--- src/rtl/alu_pkg.sv ---
// Shared ALU datapath constants and the left-shifter FSM state type.
package alu_pkg;

  localparam int ALU_WIDTH = 16;
  localparam int ALU_SHW   = 4;

  typedef enum logic [1:0] {
    IDLE  = 2'd0,
    SHIFT = 2'd1,
    DONE  = 2'd2
  } shl_state_t;

endpackage : alu_pkg

--- src/rtl/shl_stage.sv ---
// One conditional left-shift-by-(1<<K) stage of the sequential shifter.
// Define SEQ_SHL_ROTATE_EN to rotate left instead of shifting with zero fill.
module shl_stage #(
  parameter int WIDTH = 16,
  parameter int K     = 0
) (
  input  logic             en,
  input  logic [WIDTH-1:0] d,
  output logic [WIDTH-1:0] q
);

  localparam int S = 1 << K;

  logic [WIDTH-1:0] moved;

`ifdef SEQ_SHL_ROTATE_EN
  // Bits leaving the MSB re-enter at the LSB.
  assign moved = (d << S) | (d >> (WIDTH - S));
`else
  assign moved = d << S;
`endif

  assign q = en ? moved : d;

endmodule : shl_stage

--- src/rtl/seq_shift_left.sv ---
// Multi-cycle left shifter: one binary-weighted stage per clock, valid/ready on both sides.
// Define SEQ_SHL_ROTATE_EN to make every stage a left rotate (handled inside shl_stage).
//
// Handshake: a transfer happens on a rising edge where valid && ready are both high;
// the producer holds d_in/shamt/in_valid until in_ready, the result is held until out_ready.
module seq_shift_left
  import alu_pkg::*;
#(
  parameter int WIDTH = ALU_WIDTH
) (
  input  logic                     clk,
  input  logic                     reset_n,
  input  logic                     in_valid,
  output logic                     in_ready,
  input  logic [WIDTH-1:0]         d_in,
  input  logic [$clog2(WIDTH)-1:0] shamt,
  output logic                     out_valid,
  input  logic                     out_ready,
  output logic [WIDTH-1:0]         d_out,
  output logic                     carry_out,
  output logic                     zero,
  output logic [1:0]               dbg_state
);

  localparam int SHW = $clog2(WIDTH);
  localparam int STW = (SHW > 1) ? $clog2(SHW) : 1;

  shl_state_t       state_q, state_d;
  logic [STW-1:0]   stage_q, stage_d;
  logic [WIDTH-1:0] data_q,  data_d;
  logic [SHW-1:0]   shamt_q, shamt_d;
  logic             carry_q, carry_d;

  logic [WIDTH-1:0] stage_out [SHW];
  logic [WIDTH-1:0] stage_sel;
  logic [SHW:0]     msb_idx;
  logic             accept_carry;

  for (genvar k = 0; k < SHW; k++) begin : g_stage
    shl_stage #(
      .WIDTH (WIDTH),
      .K     (k)
    ) u_stage (
      .en (shamt_q[k]),
      .d  (data_q),
      .q  (stage_out[k])
    );
  end

  // Shift-amount mux: the stage counter picks which weighted stage applies this cycle.
  always_comb begin
    stage_sel = data_q;
    for (int k = 0; k < SHW; k++) begin
      if (stage_q == STW'(k)) begin
        stage_sel = stage_out[k];
      end
    end
  end

  // Last bit to leave the MSB is d_in[WIDTH-shamt]; in rotate mode that same bit
  // lands in result[0], so one expression serves both builds.
  always_comb begin
    msb_idx      = (SHW + 1)'(WIDTH) - {1'b0, shamt};
    accept_carry = (shamt == '0) ? 1'b0 : d_in[msb_idx[SHW-1:0]];
  end

  always_comb begin
    state_d = state_q;
    stage_d = stage_q;
    data_d  = data_q;
    shamt_d = shamt_q;
    carry_d = carry_q;
    unique case (state_q)
      IDLE: begin
        if (in_valid) begin
          data_d  = d_in;
          shamt_d = shamt;
          carry_d = accept_carry;
          stage_d = '0;
          state_d = SHIFT;
        end
      end
      SHIFT: begin
        data_d = stage_sel;
        if (stage_q == STW'(SHW - 1)) begin
          stage_d = '0;
          state_d = DONE;
        end else begin
          stage_d = stage_q + 1'b1;
        end
      end
      DONE: begin
        if (out_ready) begin
          state_d = IDLE;
        end
      end
      default: state_d = IDLE;
    endcase
  end

  always_ff @(posedge clk or negedge reset_n) begin
    if (!reset_n) begin
      state_q <= IDLE;
      stage_q <= '0;
      data_q  <= '0;
      shamt_q <= '0;
      carry_q <= 1'b0;
    end else begin
      state_q <= state_d;
      stage_q <= stage_d;
      data_q  <= data_d;
      shamt_q <= shamt_d;
      carry_q <= carry_d;
    end
  end

  always_comb begin
    in_ready  = (state_q == IDLE);
    out_valid = (state_q == DONE);
    d_out     = data_q;
    carry_out = carry_q;
    zero      = (data_q == '0);
    dbg_state = state_q;
  end

endmodule : seq_shift_left
--- config.mk ---
export PLATFORM = sky130hd
export DESIGN_NAME = seq_shift_left
export DESIGN_NICKNAME = d
export VERILOG_FILES = /design/src/rtl/alu_pkg.sv /design/src/rtl/shl_stage.sv /design/src/rtl/seq_shift_left.sv
export SDC_FILE = /design/constraint.sdc
export NUM_CORES = 1
export LEC_CHECK = 0
export BUFFER_PORTS_ARGS = -buffer_cell sky130_fd_sc_hd__buf_2
export CAP_MARGIN = 25
export CORE_MARGIN = 2
export CORE_UTILIZATION = 40
export DETAILED_ROUTE_END_ITERATION = 10
export GPL_ROUTABILITY_DRIVEN = 0
export PLACE_DENSITY_LB_ADDON = 0.08
export SLEW_MARGIN = 15
export SYNTH_ARGS = -nofsm -noshare
export SYNTH_HDL_FRONTEND = slang
export SYNTH_SLANG_ARGS = --single-unit
--- constraint.sdc ---
create_clock -name clk -period 2.4 [get_ports clk]
set_clock_uncertainty 0.2 [all_clocks]
set_input_delay 0.48 -clock clk [delete_from_list [all_inputs] [get_ports clk]]
set_output_delay 0.48 -clock clk [all_outputs]
set_load 0.02 [all_outputs]
==> results_dict.tcl <==
set metrics [dict create \
    yosys.area.top_type "dfrtp_1" \
    critical_path_class "register to register" \
    drt_iter0_drc 98 \
    rsz0062_at_grt "false" \
    ys_types 40 \
    cp.arrival_ps 2190 \
    outcome "finished, violations left" \
    synth_seq_cells 25 \
    grt_pass1_vias 1582 \
    hold_viol_final 2 \
    final_common_cell "buf_2" \
    post_cts_resize_count 0 \
    cp.required_ps 2360 \
    grt_pass1_wl_um 8340 \
    fin_hold_ws_ps -2.15 \
    crit_fanout 9 \
    crit_chain "inv_1 -> ha_1 -> buf_4 -> mux2i_1 -> nand2_1 -> a221oi_1 -> a21oi_1 -> mux2_2" \
    num_vias 1682 \
    cts_setup_buffers 0 \
    cp-start-kind "register" \
    cts_tree "built" \
    multi_input_area_sq_um 1130 \
    areaGrowthSynthToFinish_pct 19.6 \
    cp-end-kind "register" \
    power.leakage_nw 1.05 \
    core.rowCount 24 \
    finalSetupTns_ps 0 \
    cpPeakStageDelay_ps 430 \
    slowest_stage "dfrtp_1" \
    relSlewSlack 0.602 \
    dr.pass1.iters 4 \
    drive_gt1_frac 0.328 \
    chipWidth_um 72.5 \
    worstMarginPinSlew_ps 597 \
    violations "hold timing" \
    maxCapViolCount 0 \
    yosys-top-cells-area "dfrtp_1 (33%), mux2i_1 (8.0%), mux2_4 (5.6%), a21oi_1 (5.1%), mux4_2 (4.8%)" \
    p_per_area_nw_per_um2 1550 \
    place_inst 298 \
    fillers 447 \
    final_cell_count_no_fill 302 \
    setup_viol 0 \
    hp-class "input pin to async pin" \
    drt-total-wl_um 5290 \
    synth_area_sq_um 1880 \
    clk_pin_slew_ps 90 \
    cts_sinks 25 \
    routedWlPerCell_um 17.5 \
    portBuffers 45 \
    root_buffer "clkbuf_8" \
    vias_per_cell 5.57 \
    nNetsFinal 282 \
    grt_usage 0.209 \
    timing.final.crit_share 0.927 \
    final_max_slew_viol_count 0 \
    worstSkewPairLatency_ps 270 \
    syn_nets 234 \
    avgSynthCellArea_sq_um 9.25 \
    start_util 0.422 \
    htreeDepth 1 \
    antenna_left 0 \
    max_freq_ghz 0.450 \
    max-vdd-ir-drop_mv 0.827 \
    cts_buffer_depth 2 \
    drc 0 \
    grt_max_degree 26 \
    netlist.area_leader.share 0.333 \
    antenna_cells 0 \
    holdBufCountCts 0 \
    power.total_w 0.00349 \
    period_minus_slack_ps 2220 \
    layout_common_cells "buf_2 (45), dfrtp_1 (25), nand2_1 (20), a21oi_1 (19), nor2_1 (16)" \
    core_sq_um 4440 \
    seq_area_sq_um 626 \
    cts_made_buffers 3 \
    synth-seq-area-share 0.333 \
    yosys_warnings 0 \
    grt_overflow_total 0 \
    fp.dieH_um 72.5 \
    num_io_pins 46 \
    netlist_instances 203 \
    hpwl_um 3970 \
    grt_antenna_before_repair 0 \
    dieArea_sq_um 5260 \
]
-- layout make-up --
| class | count | area share |
|---|---|---|
| well taps | 52 | 0.0290 |
| flip-flops and latches | 25 | 0.279 |
| multi-input cells | 150 | 0.503 |
| inverters | 14 | 0.0234 |
| clock buffers | 4 | 0.0201 |
| repair buffers | 57 | 0.146 |
-- synth_stat cells --
library cell  instances
a32o_1                1
o41ai_1               1
inv_1                13
ha_1                  7
nand4b_1              1
a221oi_1              4
clkbuf_1              9
and2_1                1
dfrtp_1              25
a31oi_1               3
o21ai_0              12
xnor2_1               1
a21oi_1              19
a21oi_4               1
and4_1                1
nor2b_1               4
buf_1                 1
o211ai_1              2
nand2b_1              3
inv_2                 1
a22oi_1               3
o21ai_2               1
o31ai_1               1
xor2_1                1
nor3_1                3
mux4_2                4
a211oi_1              2
mux2i_1              15
o2bb2ai_1             1
buf_2                 2
nor2_1               16
or3_1                 1
mux2_2                7
nand3_1               1
buf_6                 2
a211o_1               1
o2111ai_2             1
mux2_4                7
nand2_1              20
nor4_1                4
-- kinds of logic (layout without fill, tap and decap cells) --
logic type | count (synthesis) | count (layout) | synth area share
and+or+nand+nor | 55 | 55 | 0.135
AOI/OAI and AO/OA | 53 | 53 | 0.184
muxes | 33 | 33 | 0.226
buffers and inverters | 28 | 75 | 0.0653
DFF | 25 | 25 | 0.333
adders and majority gates | 7 | 7 | 0.0467
xor gates and xnor gates | 2 | 2 | 0.00934
-- sequential cells by signal (all words and copies together) (netlist names) --
signal     flops
d_out         16
shamt_q        4
dbg_state      2
stage_q        2
carry_out      1
-- critical path, delay by kind of cell (launching register included) --
kind	cells	cell delay [ps]
DFF	1	430
muxes	2	460
and+or+nand+nor	1	70
adders and majority gates	1	190
AOI/OAI and AO/OA	2	440
buffers and inverters	2	330
-- per-stage QoR --
step | cell area [sq um] | utilization | hold WS (ps) | setup WS, ps
2_1_floorplan | 1880 | - | -15.6 | 113
3_3_place_gp | 2200 | 0.495 | 263 | 150
3_5_place_dp | 2200 | 0.495 | 280 | 101
4_1_cts | 2240 | 0.505 | 18.1 | 186
5_1_grt | 2240 | 0.505 | 26.6 | 12.0
6_report | 2240 | 0.505 | -2.15 | 176
-- per-layer routing --
metal,up-vias,track usage,share of wire
met4,0,0.0494,0.014
met5,-,0,0
met2,55,0.337,0.49
met1,796,0.296,0.45
met3,6,0.0333,0.050
li1,825,-,-
-- power by group --
part           switching (W)  total [W]  internal [W]
Combinational        0.00126    0.00233       0.00107
Clock               0.000138   0.000257      0.000119
Sequential          0.000266   0.000903      0.000637
Total                0.00166    0.00349       0.00182
-- final timing paths --
kind | startpoint | endpoint | slack [ps] | cells past startpoint
setup / recovery | stage_q[1] | d_out[15] | 180 | 8
hold / removal | reset_n | d_out[2] | -2 | 1
setup reg to reg | stage_q[1] | d_out[15] | 180 | 8
hold reg to reg | carry_out | carry_out | 300 | 1
max in group asynchronous | reset_n | d_out[4] | 1600 | 1
min in group clk | shamt[3] | shamt_q[3] | 240 | 3
Power figures use the tool's default switching activity.
